$ cat src/rtl/reg_dst_pkg.sv
// Shared select codes, default fixed indices and the pipeline slot record for the destination tracker.
package reg_dst_pkg;
    localparam int SEL_SP     = 2;
    localparam int SEL_RA     = 3;
    localparam int SP_IDX_DEF = 29;
    localparam int RA_IDX_DEF = 31;
    localparam int ADDR_W_DEF = 5;

    typedef struct packed {
        logic                  vld;
        logic [ADDR_W_DEF-1:0] dst;
    } stage_t;
endpackage

$ cat src/rtl/reg_dst_stage.sv
// One tracker slot: holds {vld,dst}, shifts on advance, clears vld on flush, and matches rs/rt.
// Latency 1 edge; advance=0 holds the slot, no backpressure of its own.
module reg_dst_stage
    import reg_dst_pkg::*;
#(
    parameter int ADDR_W = ADDR_W_DEF
) (
    input  logic              clk,
    input  logic              reset,
    input  logic              advance,
    input  logic              flush,
    input  logic              in_vld,
    input  logic [ADDR_W-1:0] in_dst,
    input  logic [ADDR_W-1:0] rs_addr,
    input  logic [ADDR_W-1:0] rt_addr,
    output logic              vld,
    output logic [ADDR_W-1:0] dst,
    output logic              rs_hit,
    output logic              rt_hit
);
    always_ff @(posedge clk) begin
        if (reset) begin
            vld <= 1'b0;
            dst <= '0;
        end else if (flush) begin
            // dst is left as-is; only the valid bit matters once flushed
            vld <= 1'b0;
        end else if (advance) begin
            vld <= in_vld;
            dst <= in_dst;
        end
    end

    assign rs_hit = vld && (dst == rs_addr);
    assign rt_hit = vld && (dst == rt_addr);
endmodule

$ cat src/rtl/reg_dst_tracker.sv
// Selects the write destination and tracks it through DEPTH slots to writeback, flagging RAW hazards.
// Latency DEPTH edges sel->wb; advance=0 freezes all slots. Option FWD_HIT_EN drives per-slot hit vectors.
module reg_dst_tracker
    import reg_dst_pkg::*;
#(
    parameter int ADDR_W  = ADDR_W_DEF,
    parameter int NUM_SRC = 8,
    parameter int DEPTH   = 3,
    parameter int SP_IDX  = SP_IDX_DEF,
    parameter int RA_IDX  = RA_IDX_DEF,
    localparam int SEL_W  = $clog2(NUM_SRC)
) (
    input  logic                      clk,
    input  logic                      reset,
    input  logic [SEL_W-1:0]          sel,
    input  logic [NUM_SRC*ADDR_W-1:0] src_bus,
    input  logic                      wr_valid,
    input  logic                      advance,
    input  logic                      flush,
    input  logic [ADDR_W-1:0]         rs_addr,
    input  logic [ADDR_W-1:0]         rt_addr,
    output logic [ADDR_W-1:0]         dst_sel_q,
    output logic [ADDR_W-1:0]         wb_dst,
    output logic                      wb_valid,
    output logic                      hazard_rs,
    output logic                      hazard_rt,
    output logic [DEPTH-1:0]          fwd_rs_hit,
    output logic [DEPTH-1:0]          fwd_rt_hit
);
    logic [ADDR_W-1:0] sel_dst;
    logic              sel_vld;

    // Codes past NUM_SRC match no slot and fall through to index 0, which is never valid.
    always_comb begin
        sel_dst = '0;
        for (int k = 0; k < NUM_SRC; k++) begin
            if (32'(sel) == k) sel_dst = src_bus[k*ADDR_W +: ADDR_W];
        end
        if (32'(sel) == SEL_SP) sel_dst = ADDR_W'(SP_IDX);
        if (32'(sel) == SEL_RA) sel_dst = ADDR_W'(RA_IDX);
    end

    assign sel_vld = wr_valid && (sel_dst != '0);

    logic              stg_vld  [DEPTH];
    logic [ADDR_W-1:0] stg_dst  [DEPTH];
    logic              nxt_vld  [DEPTH];
    logic [ADDR_W-1:0] nxt_dst  [DEPTH];
    logic [DEPTH-1:0]  rs_hit;
    logic [DEPTH-1:0]  rt_hit;

    for (genvar i = 0; i < DEPTH; i++) begin : g_slot
        if (i == 0) begin : g_head
            assign nxt_vld[i] = sel_vld;
            assign nxt_dst[i] = sel_dst;
        end else begin : g_tail
            assign nxt_vld[i] = stg_vld[i-1];
            assign nxt_dst[i] = stg_dst[i-1];
        end

        reg_dst_stage #(.ADDR_W(ADDR_W)) u_stage (
            .clk     (clk),
            .reset   (reset),
            .advance (advance),
            .flush   (flush),
            .in_vld  (nxt_vld[i]),
            .in_dst  (nxt_dst[i]),
            .rs_addr (rs_addr),
            .rt_addr (rt_addr),
            .vld     (stg_vld[i]),
            .dst     (stg_dst[i]),
            .rs_hit  (rs_hit[i]),
            .rt_hit  (rt_hit[i])
        );
    end

    logic rs_nz;
    logic rt_nz;
    assign rs_nz = (rs_addr != '0);
    assign rt_nz = (rt_addr != '0);

    assign dst_sel_q = stg_dst[0];
    assign wb_dst    = stg_dst[DEPTH-1];
    assign wb_valid  = stg_vld[DEPTH-1];
    // The writeback slot is included: the register file writes on the same edge the operand is read.
    assign hazard_rs = rs_nz && (|rs_hit);
    assign hazard_rt = rt_nz && (|rt_hit);

`ifdef FWD_HIT_EN
    assign fwd_rs_hit = rs_hit & {DEPTH{rs_nz}};
    assign fwd_rt_hit = rt_hit & {DEPTH{rt_nz}};
`else
    assign fwd_rs_hit = '0;
    assign fwd_rt_hit = '0;
`endif
endmodule

$ cat config.mk
export PLATFORM = sky130hd
export DESIGN_NAME = reg_dst_tracker
export DESIGN_NICKNAME = d
export VERILOG_FILES = /design/src/rtl/reg_dst_pkg.sv /design/src/rtl/reg_dst_stage.sv /design/src/rtl/reg_dst_tracker.sv
export SDC_FILE = /design/constraint.sdc
export NUM_CORES = 1
export LEC_CHECK = 0
export CORE_ASPECT_RATIO = 1.4
export CORE_MARGIN = 3
export CORE_UTILIZATION = 35
export CTS_BUF_LIST = sky130_fd_sc_hd__clkbuf_2 sky130_fd_sc_hd__clkbuf_4 sky130_fd_sc_hd__clkbuf_8
export CTS_CLUSTER_DIAMETER = 120
export DETAILED_ROUTE_END_ITERATION = 6
export PLACE_DENSITY = 0.81
export SLEW_MARGIN = 10
export SYNTH_ARGS = -nofsm -noshare
export SYNTH_HDL_FRONTEND = slang
export SYNTH_SLANG_ARGS = --single-unit
$ cat constraint.sdc
create_clock -name clk -period 1.1 [get_ports clk]
set_input_delay 0.11 -clock clk [delete_from_list [all_inputs] [get_ports clk]]
set_output_delay 0.11 -clock clk [all_outputs]
set_load 0.01 [all_outputs]
**Yosys cells after proc, flatten, opt, wreduce, memory -nomap -nowiden**

Index checks and enable logic that the tools add are counted.

- Register bits: 18
- Bits of input ports: 58
- Output and inout bits: 19
- Logic and storage cells: 45

- Eq/ne operators: 13
- Muxes and demuxes: 8
- Reductions and logical operators: 17
- Bitwise operators: 1

Operator list:

| cell | count |
|---|---|
| 2-to-1 mux 5 bit | 8 |
| equality test 5 bit | 6 |
| nonzero test 5 bit | 3 |
| equality test 3 bit (second input constant) | 4 |
| logical AND 1 bit | 9 |
| equality test 3 x 2 -> 1 bit (second input constant) | 2 |
| OR reduction 3 bit | 2 |
| equality test 3 x 1 -> 1 bit (second input constant) | 1 |
| logical NOT 3 bit | 1 |
| AND reduction 2 bit | 1 |
| OR reduction 2 bit | 1 |
| NOT 1 bit | 1 |

**Logic depth before layout (Yosys ltp)**

- Word-level depth: 11
- Mapped depth: 6
- Mapped depth without buffers: 5

**Hierarchy**

Synthesis repeated with hierarchy kept, for this count alone.

- Cell total of the unflattened synthesis: 159
- Area total of the unflattened synthesis: 1423.9 um2

By module, submodules not included:

| module | cells each | instances | area an instance (um2) | seq. area each (um2) |
|---|---|---|---|---|
| reg_dst_stage | 34 | 3 | 330.3 | 120.1 |
| reg_dst_tracker | 57 | 1 | 432.9 | 0.0 |

**Worst setup path after synthesis**

Ideal clock, no wire load.

- Path kind: register to output
- Start point: register g_slot[2].u_stage.dst[2]
- End point: output port hazard_rs
- Path slack: -0.207 ns
- Arrival time: 1.197 ns
- Required time: 0.990 ns
- Stages on the path, launching flop included: 6
- Buffers on the path: 0
- Cell sequence: dfxtp_1 xor2_1 nor4_1 and3_1 a31oi_1 a21oi_1

- Longest elaborated chain between the ends: 4

RTL lines:

| what | line | text |
|---|---|---|
| from (decl) | reg_dst_stage.sv:17 | `output logic [ADDR_W-1:0] dst,` |
| from (signal assigned) | reg_dst_stage.sv:30 | `dst <= in_dst;` |
| equality test 5 bit | reg_dst_stage.sv:34 | `assign rs_hit = vld && (dst == rs_addr);` |
| logical AND 1 bit | reg_dst_stage.sv:34 |  |
| OR reduction 3 bit | reg_dst_tracker.sv:86 | `assign hazard_rs = rs_nz && (\|rs_hit);` |
| logical AND 1 bit | reg_dst_tracker.sv:86 |  |
| to (decl) | reg_dst_tracker.sv:25 | `output logic hazard_rs,` |

Every way passes these cells.

**Final worst setup path**

- Start point: register g_slot[2].u_stage.dst[4]
- End point: output port hazard_rs

Same word-level chain as after synthesis.

==> results_dict.tcl <==
set metrics [dict create \
    globalplace.congestion 0.914 \
    report.final.slew_viol_count 0 \
    asyncSetResetFlopFracSynth_pct 0 \
    synth_top_area_cell "sky130_fd_sc_hd__dfxtp_1" \
    timing_hold_violations_final 0 \
    timing.reg2reg.worst_path_depth 4 \
    clock_tree.buffer_depth 2 \
    port_buffers 60 \
    grt_antenna_before_repair 0 \
    maximum_number_of_pins_on_one_net_before_global_route_repair 18 \
    io_pins 77 \
    outcome "complete, but fails checks" \
    postSynthCellCount 171 \
    synthToLayoutAreaGrowth_pct 94.2 \
    antenna_cells_inserted 0 \
    clock_latency_ns 0.26 \
    routed_wirelength_mm 5.31 \
    ir_worst_vdd_mv 0.856 \
    post_cts_hold_buffer_count 0 \
    fp-row-count 26 \
    drc 0 \
    finalCoreUtilization_pct 71.7 \
    timing.critical_path.to_type "output pin" \
    critPathArrivalTime_ns 1.59 \
    drt_first_pass_iters 4 \
    setup_viol 5 \
    grt_pass1_wl_mm 7.82 \
    area_enclosed_by_the_die_boundary_um2 4710 \
    failed_checks "setup timing" \
    post_route_cells_drive_above_1_share_pct 43.3 \
    synth.cell_area_um2 1370 \
    r2r_slack_ns -0.02 \
    post_drt_via_cell_ratio 5.34 \
    min-delay-path-class "input pin to flip-flop" \
    numCtsBuffers 3 \
    total_leakage_power_uw 0.00124 \
    rsz0062_at_grt "true" \
    drtAntennaViolNets 0 \
    maxCapViolations 0 \
    vias_in_the_first_global_route 1770 \
    synth_top_area_share_pct 26.3 \
    synth.yosys.seq_area_share_pct 26.3 \
    synth_enable_flop_cells 0 \
    die-height_um 80.0 \
    clock_skew_after_layout_ns 0.000719 \
    die_x_um 58.9 \
    synth_seq_cells 18 \
    place_hpwl_mm 3.70 \
    final-instance-count-excl-fill 324 \
    wl_per_cell_um 16.4 \
    synth_flop_cell "sky130_fd_sc_hd__dfxtp_1" \
    dr_total_vias 1729 \
    nNetsFinal 341 \
    drt-initial-drc-count 70 \
    min_period_over_period_pct 154 \
    floorplan.initialDensity_pct 36.9 \
    worst_slack_ns -0.596 \
    floorplan.core_area_um2 3710 \
    clock_tree_from_tritoncts "done" \
    timing.setup.critical_path_class "flip-flop to output pin" \
    synth_area_leaders "sky130_fd_sc_hd__dfxtp_1, sky130_fd_sc_hd__xor2_1, sky130_fd_sc_hd__a21oi_1" \
    cts.reportedPaths.clkPinSlew_ns 0.07 \
    cts_root_buffer "sky130_fd_sc_hd__clkbuf_8" \
    powerDensity_nw_per_um2 758 \
    grt.total_usage_pct 21.5 \
    fmax_mhz 590 \
    min_delay_path_depth 3 \
    htree_levels 1 \
    timing.critical_path.fanout_max 3 \
    yosys_warnings 0 \
    start_kind "flip-flop" \
    cp_required_ns 0.99 \
    tritoncts_num_sinks 18 \
    syn_area_per_cell_um2 8.01 \
    globalRoute.totalOverflow 0 \
    yosys.cell_count.top_type "sky130_fd_sc_hd__xor2_1" \
    netlist_top_cells_count "sky130_fd_sc_hd__xor2_1, sky130_fd_sc_hd__nand2_1, sky130_fd_sc_hd__dfxtp_1" \
    finalWorstPathRequiredPeriod_ns 1.70 \
    dp_cells 310 \
    yosysUniqueCellTypes 38 \
]
-- kinds of logic after synthesis --
kind of cell	count (synthesis)	share of synthesized area, %
XOR/XNOR	30	19.2
other	1	0.274
AO/OA/AOI/OAI	40	21.1
buffers and inverters	15	6.39
AND/OR/NAND/NOR	60	21.4
flip-flops	18	26.3
multiplexers	7	5.39
-- worst max-delay path: stages, from the launching register on --
cell and delay, ns:
sky130_fd_sc_hd__dfxtp_2 0.34, sky130_fd_sc_hd__xor2_1 0.16, sky130_fd_sc_hd__nor4_1 0.30, sky130_fd_sc_hd__and3_1 0.22, sky130_fd_sc_hd__a31oi_1 0.05, sky130_fd_sc_hd__a21oi_2 0.12
sky130_fd_sc_hd__buf_2 0.13
-- report_power, final --
group / total [uW] / switching, uW / internal (uW)
Sequential: 693 / 22.1 / 671
Combinational: 767 / 338 / 429
Clock: 556 / 237 / 319
-- sequential cells by signal, summed over array words and instances, names as in the netlist --
name,flops
g_slot.u_stage.dst,15
g_slot.u_stage.vld,3
-- placed cells by master, fill, tap and decap left out, types with 2 or more instances in the layout --
| cell type | instances |
|---|---|
| sky130_fd_sc_hd__xor2_1 | 24 |
| sky130_fd_sc_hd__and3_1 | 3 |
| sky130_fd_sc_hd__dfxtp_2 | 12 |
| sky130_fd_sc_hd__a31oi_1 | 3 |
| sky130_fd_sc_hd__dlygate4sd2_1 | 15 |
| sky130_fd_sc_hd__a2111oi_4 | 4 |
| sky130_fd_sc_hd__mux2i_1 | 4 |
| sky130_fd_sc_hd__xnor2_1 | 6 |
| sky130_fd_sc_hd__clkdlybuf4s50_1 | 24 |
| sky130_fd_sc_hd__mux2_4 | 3 |
| sky130_fd_sc_hd__a22oi_2 | 3 |
| sky130_fd_sc_hd__buf_8 | 2 |
| sky130_fd_sc_hd__a32o_2 | 2 |
| sky130_fd_sc_hd__nand3_1 | 4 |
| sky130_fd_sc_hd__a21o_1 | 3 |
| sky130_fd_sc_hd__nor3_1 | 4 |
| sky130_fd_sc_hd__clkbuf_8 | 4 |
| sky130_fd_sc_hd__dfxtp_4 | 3 |
| sky130_fd_sc_hd__buf_2 | 4 |
| sky130_fd_sc_hd__dfxtp_1 | 3 |
| sky130_fd_sc_hd__buf_4 | 42 |
| sky130_fd_sc_hd__nand2_1 | 20 |
| sky130_fd_sc_hd__clkbuf_2 | 9 |
| sky130_fd_sc_hd__a21oi_2 | 3 |
| sky130_fd_sc_hd__nor4_1 | 6 |
| sky130_fd_sc_hd__nor2b_4 | 3 |
| sky130_fd_sc_hd__nor2_1 | 7 |
| sky130_fd_sc_hd__conb_1 | 6 |
| sky130_fd_sc_hd__a21oi_1 | 12 |
| sky130_fd_sc_hd__dlymetal6s2s_1 | 5 |
| sky130_fd_sc_hd__a21oi_4 | 2 |
| sky130_fd_sc_hd__or4_1 | 2 |
| sky130_fd_sc_hd__nand2_4 | 2 |
| sky130_fd_sc_hd__buf_6 | 13 |
-- stage by stage --
step           power (uW)  setup WS, ns  instance area [um2]  hold slack (ns)  setup TNS (ns)
3_3_place_gp         1330        -0.997                 2340            0.571           -8.97
6_report             2020        -0.596                 2660            0.198           -1.26
5_1_grt              2110        -0.650                 2660            0.197           -1.60
3_5_place_dp         1340         -1.00                 2340            0.600           -9.38
4_1_cts              1950        -0.569                 2520            0.456           -1.32
2_1_floorplan         976        -0.107                 1430            0.189          -0.238
-- final timing paths --
check | startpoint | endpoint
hold / removal | flush | g_slot[2].u_stage.vld
setup reg to reg | g_slot[0].u_stage.vld | g_slot[0].u_stage.vld
setup / recovery | g_slot[2].u_stage.dst[4] | hazard_rs
hold reg to reg | g_slot[0].u_stage.vld | g_slot[1].u_stage.vld
-- layout make-up --
class                   instances  area [um2]
multi-input cells             143        1160
inverters                       2        7.51
flip-flops and latches         18         387
well taps                      42        52.6
fillers                       267        1050
clock buffers                   4        55.1
repair buffers                115        1000
-- repair_timing --
item                                    in CTS  in global routing
endpoints found under the setup margin      27                 24
setup buffers                                4                  7
gates resized for setup                     96                 46
pin swaps                                   24                 20
cloned                                       1                  0
-- metal layers --
layer	global-route usage [%]	wire length, um
met1	23.3	1890
met2	39.5	3050
met3	4.05	225
met4	8.84	144
met5	0	0
No activity file was read; power rests on OpenSTA's default activity.
